$ cat config.mk
export PLATFORM = sky130hd
export DESIGN_NAME = kl_alu_muldiv_seq
export DESIGN_NICKNAME = d
export VERILOG_FILES = /design/src/rtl/kl_alu_muldiv_seq.sv
export SDC_FILE = /design/constraint.sdc
export NUM_CORES = 1
export LEC_CHECK = 0
export ABC_AREA = 0
export CAP_MARGIN = 20
export CORE_ASPECT_RATIO = 1.25
export CORE_UTILIZATION = 53
export DETAILED_ROUTE_END_ITERATION = 16
export PLACE_DENSITY_LB_ADDON = 0.05
export SETUP_SLACK_MARGIN = 0.5
export SYNTH_ARGS = -nofsm -noshare
export SYNTH_HDL_FRONTEND = slang
export SYNTH_SLANG_ARGS = --single-unit
export TNS_END_PERCENT = 10
$ cat constraint.sdc
create_clock -name clk -period 4.05 [get_ports clk]
set_input_delay 0.81 -clock clk [delete_from_list [all_inputs] [get_ports clk]]
set_output_delay 0.81 -clock clk [all_outputs]
set_load 0.01 [all_outputs]
$ cat src/rtl/kl_alu_muldiv_seq.sv
// kl_alu_muldiv_seq
//   Iterative unsigned multiply / restoring divide sequencer. Owns AR
//   (accumulator / partial remainder), MQ (multiplier / quotient) and BR
//   (multiplicand / divisor). Each RUN cycle it issues one function code to
//   an external combinational ALU (cascaded 4-bit mc10181 slices) and
//   shifts the result back into AR/MQ. One step per clock, W steps per op.
//
// Ports
//   clk, reset        clock, synchronous active-high reset
//   start, op, abort  command: op 0 = multiply, 1 = divide
//   opa, opb          multiplier/dividend, multiplicand/divisor
//   busy, done, dz    status: RUN, one-cycle completion, divide-by-zero
//   res_hi, res_lo    product hi/lo, or remainder/quotient
//   alu_s, alu_m, alu_cin, alu_a, alu_b   ALU controls and operands
//   alu_f, alu_cout   ALU result and carry out of bit W-1
//   dbg_state         current FSM state (IDLE=0, RUN=1, DONE=2)
//
// Handshake: start is accepted on any clock edge where the sequencer is
// not in RUN (start while in RUN is ignored). Acceptance is not
// acknowledged separately; busy rises on the following cycle unless the
// op is a divide by zero, in which case done rises instead. done is a
// single-cycle pulse and results stay valid until the next accepted start.
module kl_alu_muldiv_seq #(
  parameter int W  = 36,
  parameter int CW = $clog2(W + 1)
) (
  input  logic         clk,
  input  logic         reset,
  input  logic         start,
  input  logic         op,
  input  logic         abort,
  input  logic [W-1:0] opa,
  input  logic [W-1:0] opb,
  output logic         busy,
  output logic         done,
  output logic         dz,
  output logic [W-1:0] res_hi,
  output logic [W-1:0] res_lo,
  output logic [3:0]   alu_s,
  output logic         alu_m,
  output logic         alu_cin,
  output logic [W-1:0] alu_a,
  output logic [W-1:0] alu_b,
  input  logic [W-1:0] alu_f,
  input  logic         alu_cout,
  output logic [1:0]   dbg_state
);

  typedef enum logic [1:0] {
    S_IDLE = 2'd0,
    S_RUN  = 2'd1,
    S_DONE = 2'd2
  } state_t;

  state_t        state, state_nx;
  logic [W-1:0]  ar, mq, br;
  logic [W-1:0]  ar_nx, mq_nx, sh;
  logic [CW-1:0] cnt;
  logic          op_r;
  logic          q;
  logic          accept;
  logic          div_zero;

  assign accept    = start && (state != S_RUN);
  assign div_zero  = op && (opb == '0);
  assign alu_m     = 1'b0;
  assign dbg_state = state;

  always_comb begin
    state_nx = state;
    alu_s    = 4'b0000;
    alu_cin  = 1'b0;
    alu_a    = '0;
    alu_b    = '0;
    ar_nx    = ar;
    mq_nx    = mq;
    sh       = {ar[W-2:0], mq[W-1]};
    q        = 1'b0;
    case (state)
      S_IDLE: begin
        if (start) state_nx = div_zero ? S_DONE : S_RUN;
      end
      S_RUN: begin
        alu_b = br;
        if (!op_r) begin
          // Add-and-shift: ALU carry becomes the new top bit of AR.
          alu_a = ar;
          if (mq[0]) alu_s = 4'b0110;
          ar_nx = {alu_cout, alu_f[W-1:1]};
          mq_nx = {alu_f[0], mq[W-1:1]};
        end else begin
          // Shift-and-subtract. The bit shifted out of AR[W-1] is the
          // (W+1)th bit of the partial remainder; when set the trial
          // subtraction always succeeds even if the ALU reports a borrow.
          alu_a   = sh;
          alu_s   = 4'b1001;
          alu_cin = 1'b1;
          q       = ar[W-1] | alu_cout;
          ar_nx   = q ? alu_f : sh;
          mq_nx   = {mq[W-2:0], q};
        end
        if (abort)                  state_nx = S_IDLE;
        else if (cnt == CW'(1))     state_nx = S_DONE;
      end
      S_DONE: begin
        if (start) state_nx = div_zero ? S_DONE : S_RUN;
        else       state_nx = S_IDLE;
      end
      default: state_nx = S_IDLE;
    endcase
  end

  always_ff @(posedge clk) begin
    if (reset) begin
      state  <= S_IDLE;
      ar     <= '0;
      mq     <= '0;
      br     <= '0;
      cnt    <= '0;
      op_r   <= 1'b0;
      dz     <= 1'b0;
      busy   <= 1'b0;
      done   <= 1'b0;
      res_hi <= '0;
      res_lo <= '0;
    end else begin
      state <= state_nx;
      busy  <= (state_nx == S_RUN);
      done  <= (state_nx == S_DONE);
      if (accept) begin
        br   <= opb;
        mq   <= opa;
        ar   <= '0;
        cnt  <= CW'(W);
        op_r <= op;
        if (div_zero) begin
          dz     <= 1'b1;
          res_hi <= opa;
          res_lo <= '1;
        end else begin
          dz <= 1'b0;
        end
      end else if (state == S_RUN && !abort) begin
        ar  <= ar_nx;
        mq  <= mq_nx;
        cnt <= cnt - CW'(1);
        // Results are published only on normal completion, so an aborted
        // op leaves the previous results visible.
        if (cnt == CW'(1)) begin
          res_hi <= ar_nx;
          res_lo <= mq_nx;
        end
      end
    end
  end

endmodule

Word-level counts from Yosys, hierarchy flattened
Index checks and enable logic that the tools add are counted.
{"block": "word_totals", "output_inout_bits": 155, "regBits": 192, "word_cells": 63}
{"block": "classes", "reduce_logical": 10, "n_bitwise": 1, "mux": 32, "add_sub_neg": 1, "eq_ne": 7}
{"cell": "$mux 36", "n": 18}
{"cell": "$logic_not 36->1", "n": 1}
{"cell": "$mux 6", "n": 2}
{"cell": "$mux 2", "n": 5}
{"cell": "$mux 4", "n": 2}
{"cell": "$eq 6x1->1 const B", "n": 1}
{"cell": "$pmux 2 s3", "n": 1}
{"cell": "$sub 6x1->6 const B", "n": 1}
{"cell": "$eq 2x1->1 const B", "n": 2}
{"cell": "$eq 2x2->1 const B", "n": 2}
{"cell": "$ne 2x1->1 const B", "n": 2}
{"cell": "$reduce_bool 2->1", "n": 2}
{"cell": "$logic_and 1x1->1", "n": 3}
{"cell": "$mux 1", "n": 3}
{"cell": "$mux 3", "n": 1}
{"cell": "$reduce_and 3->1", "n": 1}
{"cell": "$logic_not 2->1", "n": 1}
{"cell": "$reduce_or 2->1", "n": 1}
{"cell": "$logic_not 1->1", "n": 1}
{"cell": "$or 1x1->1", "n": 1}

Logic depth before layout (Yosys ltp)
{"block": "logic_depth", "ltp_word": 7, "ltp_mapped": 9, "depth_no_buf": 6}

Worst setup path after synthesis
OpenSTA, ideal clock, no wires.
{"block": "synth_timing", "path_type": "register to output", "from": "reg state[1] (netlist: dbg_state[1])", "to": "out alu_s[0]", "arrival_ps": 1937, "stages_incl_launch_ff": 9, "n_path_buf": 6, "slack_ps": 1303, "path_cell_list": "dfxtp_1 -> buf_2 -> nand2b_1 -> buf_2 -> clkbuf_1 -> clkbuf_1 -> buf_1 -> nor2_1 -> buf_4"}
{"block": "synth_via", "elab_chain_cells": 2}
{"element": "start, declared", "line_no": "55", "source": "state_t state, state_nx;"}
{"element": "start signal, assigned", "line_no": "127", "source": "state <= state_nx;"}
{"element": "$eq 2x1->1", "line_no": "79", "source": "case (state)"}
{"element": "$mux 4", "line_no": "79"}
{"element": "end, declared", "line_no": "39", "source": "output logic [3:0] alu_s,"}
Every way passes these cells.

Final worst setup path
{"block": "layout_timing", "from": "reg state[0] (netlist: dbg_state[0])", "to": "out alu_s[1]"}
Same word-level chain as after synthesis.

==> out/metrics.yaml <==
outcome:
  result_of_the_run: "complete, no violations"
clock_network:
  clockRootBuffer: "sky130_fd_sc_hd__clkbuf_16"
  number_of_buffers_inserted_by_hold_repair_at_cts: 0
  clk_pin_slew_worst_paths_ns: 0.07
  cts_max_path_buffers: 2
  post_cts_resize_count: 0
  h-tree-depth: 4
  insertion_delay_ns: 0.44
  cts_made_buffers: 17
  tritoncts: "built"
  cts_setup_buffers: 0
  clkSinkCount: 192
die:
  effective_utilization_at_floorplan_pct: 54.18
  num_io_pins: 269
  rows: 56
  die-height_um: 157.2
  die_area_um2: 19830
  die_w_um: 126.2
  core_region_area_um2: 18850
power:
  static-leakage-power_uw: 0.004733
  total_switching_power_uw: 1295
  power_density_nw_per_um2: 333.6
  pint_uw: 3217
  power.combinational.fraction_pct: 16.4
  seq_power_share_pct: 44.6
  power.ir.vdd_worst_uv: 307.4
  net_switching_fraction_of_the_power_pct: 28.70
  power.share.clock_pct: 39.0
sta:
  setup_ws_ns: 0.6795
  finalMaxSlewViolations: 0
  report.final.hold_viol_count: 0
  setup_repair_after_global_routing_missed_its_margin: "false"
  finalSetupViolations: 0
  layout_min_cycle_time_ns: 3.371
  max_slew.worst_pin.slew_ns: 0.8726
  maxSlewHeadroom_pct: 41.69
  max_freq_mhz: 296.7
  finalClockSkew_ns: 0.009810
  fin_setup_tns_ns: 0
  final.period_utilization_pct: 83.22
detailed_routing:
  post_drt_via_cell_ratio: 6.059
  vias: 10570
  wl_met1_um: 12420
  drcViolationCount: 0
  met3WireLength_um: 2698
  routedWlPerCell_um: 18.85
  detail_route.first_pass.iterations: 6
  drt.antenna.violating_nets: 0
  dr_wl_met2_um: 16050
  postRouteWirelength_um: 32880
  dr.first_iter.drc_count: 1111
  top_layer_used: "met4"
placement:
  port-buffer-count: 267
  finalWeightedCongestion: 0.9082
  place_hpwl_um: 22180
  dp_worst_setup_slack_ns: 0.6203
final_layout:
  area_growth_syn_to_layout_pct: 32.42
  layout.filler_cells: 1614
  fin_nets: 1614
  final_cell_mix: "265 x sky130_fd_sc_hd__clkdlybuf4s50_1, 220 x sky130_fd_sc_hd__nand2_1, 191 x sky130_fd_sc_hd__dfxtp_1"
  mostFrequentLayoutCell: "sky130_fd_sc_hd__clkdlybuf4s50_1"
  share_of_final_layout_standard_cells_stronger_than_drive_strength_1_pct: 4.831
logic_synthesis:
  count_of_mapped_cells_out_of_synthesis: 1325
  yosysSeqAreaShare_pct: 37.64
  ff_latch_count_synth: 192
  avgSynthCellArea_um2: 7.706
  ys_dominant_reg_cell: "sky130_fd_sc_hd__dfxtp_1"
  synth_fp_nets: 1441
  asyncSetResetFlopFracSynth_pct: 0
  synth_enable_flop_cells: 0
  synthDistinctLibCells: 44
  syn-cell-area_um2: 10210
  synthesis.yosys.warnings: 0
worst_setup_path:
  worst-path-max-fanout: 39
  critPathKind: "flop to output pin"
  critical_path.slowest_cell: "sky130_fd_sc_hd__clkdlybuf4s50_1"
  required_time_of_the_critical_path_ns: 3.24
  start_of_the_worst_register_to_register_path: "dbg_state[0]"
  worstPathArrival_ns: 2.56
  reg2reg_depth: 7
  timing.critical_path.to_type: "output pin"
  critical_path.cell_chain: "nand2b_4 -> nor3_1 -> clkdlybuf4s50_1"
  critPathMaxStageDelay_ns: 0.65
  critPathLaunchType: "flop"
  timing.rr.end: "mq[34]"
  regToRegSetupSlack_ns: 1.10
hold_path:
  min_to: "br[14]"
  hold_path.startpoint: "br[14]"
  min_delay_path_depth: 2
  min-delay-path-class: "flop to flop"
global_route:
  vias_in_the_first_global_route: 9625
  grt_antenna_before_repair: 1
  grt_pass1_wl_um: 51000
  global_route.overflow_total: 0
  grtUsageTotal_pct: 32.70
  grt_start_max_net_pins: 80
job:
  drv_cap: 0
cells by family (layout without fill, tap and decap cells):
logic type / count (synthesis) / in the layout / synth area share [%]
multiplexers: 138 / 138 / 13.53
XOR/XNOR: 5 / 5 / 0.4289
buffers and inverters: 143 / 329 / 5.771
AO/OA/AOI/OAI: 344 / 344 / 20.14
other: 1 / 2 / 0.03672
adder cells (fa/ha/maj): 2 / 2 / 0.2450
AND/OR/NAND/NOR: 500 / 500 / 22.20
flip-flops: 192 / 192 / 37.64
power by group through the flow:
stage	combinational (uW)	sequential, uW	clock [uW]
after floorplan	460	2030	0
after detailed placement	726	2060	0
after CTS	730	2010	1780
after global placement	715	2050	0
final	739	2010	1760
after global routing	799	2020	1850
flip-flops by register name, indices dropped and copies added, names as in the netlist:
signal and count:
br 36, dz 1, res_hi 36, res_lo 36, ar 36, dbg_state 2
done 1, mq 36, cnt 6, busy 1, op_r 1
per-stage QoR:
step / hold WS (ns) / cell area (um2) / util, % / power (uW) / instances
2_1_floorplan: 0.4317 / 10210 / - / 2490 / 1325
3_3_place_gp: 0.4366 / 12860 / 68.22 / 2769 / 1709
3_5_place_dp: 0.4420 / 12880 / 68.36 / 2782 / 1710
4_1_cts: 0.4521 / 13500 / 71.62 / 4520 / 1742
5_1_grt: 0.4741 / 13520 / 71.73 / 4677 / 1743
6_report: 0.4498 / 13520 / 71.74 / 4511 / 1744
synthesized netlist by cell type, types with 6 or more instances:
cell	n	area share (%)
sky130_fd_sc_hd__nand2_1	220	8.1
sky130_fd_sc_hd__clkbuf_1	105	3.9
sky130_fd_sc_hd__nor2_1	116	4.3
sky130_fd_sc_hd__nor4_1	8	0.49
sky130_fd_sc_hd__buf_2	22	1.1
sky130_fd_sc_hd__buf_4	6	0.44
sky130_fd_sc_hd__or3_1	32	2.0
sky130_fd_sc_hd__o2111ai_1	35	3.0
sky130_fd_sc_hd__mux2i_1	138	14
sky130_fd_sc_hd__a211oi_1	10	0.74
sky130_fd_sc_hd__and2_1	39	2.4
sky130_fd_sc_hd__a221oi_1	34	2.9
sky130_fd_sc_hd__nor3_1	39	1.9
sky130_fd_sc_hd__a21oi_1	184	9.0
sky130_fd_sc_hd__nand4_1	34	2.1
sky130_fd_sc_hd__dfxtp_1	192	38
sky130_fd_sc_hd__o21ai_0	67	3.3
worst max-delay path, delay by kind of cell, from the launching register on:
kind                   cells  cell delay [ns]
buffers and inverters      1             0.65
DFF                        1             0.56
and+or+nand+nor            2             0.89
final cells by class:
type,count,area [um2],share of cell area [%]
multi-input combinational,990,5813,42.99
sequential,192,3847,28.45
timing repair buffer,292,2935,21.71
clock buffer,18,439.2,3.248
tap,232,290.3,2.147
clock inverter,14,175.2,1.295
inverter,5,18.77,0.1388
antenna,1,2.502,0.01851
worst max-delay path by stage:
stage	startpoint	end	slack, ns	cells past startpoint
after CTS	dbg_state[0]	alu_s[1]	0.75	3
after global routing	op_r	alu_a[35]	0.64	4
after detailed placement	opb[15]	res_hi[2]	0.62	7
after global placement	opb[15]	res_hi[35]	0.60	6
final	dbg_state[0]	alu_s[1]	0.68	3
after floorplan	dbg_state[1]	alu_s[0]	1.30	8
layer usage:
| metal | track usage, % | up-vias |
|---|---|---|
| li1 | - | 5044 |
| met1 | 38.22 | 4940 |
| met2 | 54.85 | 499 |
| met3 | 8.022 | 84 |
| met4 | 18.47 | 0 |
| met5 | 0 | - |
(Power assumes the default switching activity.)
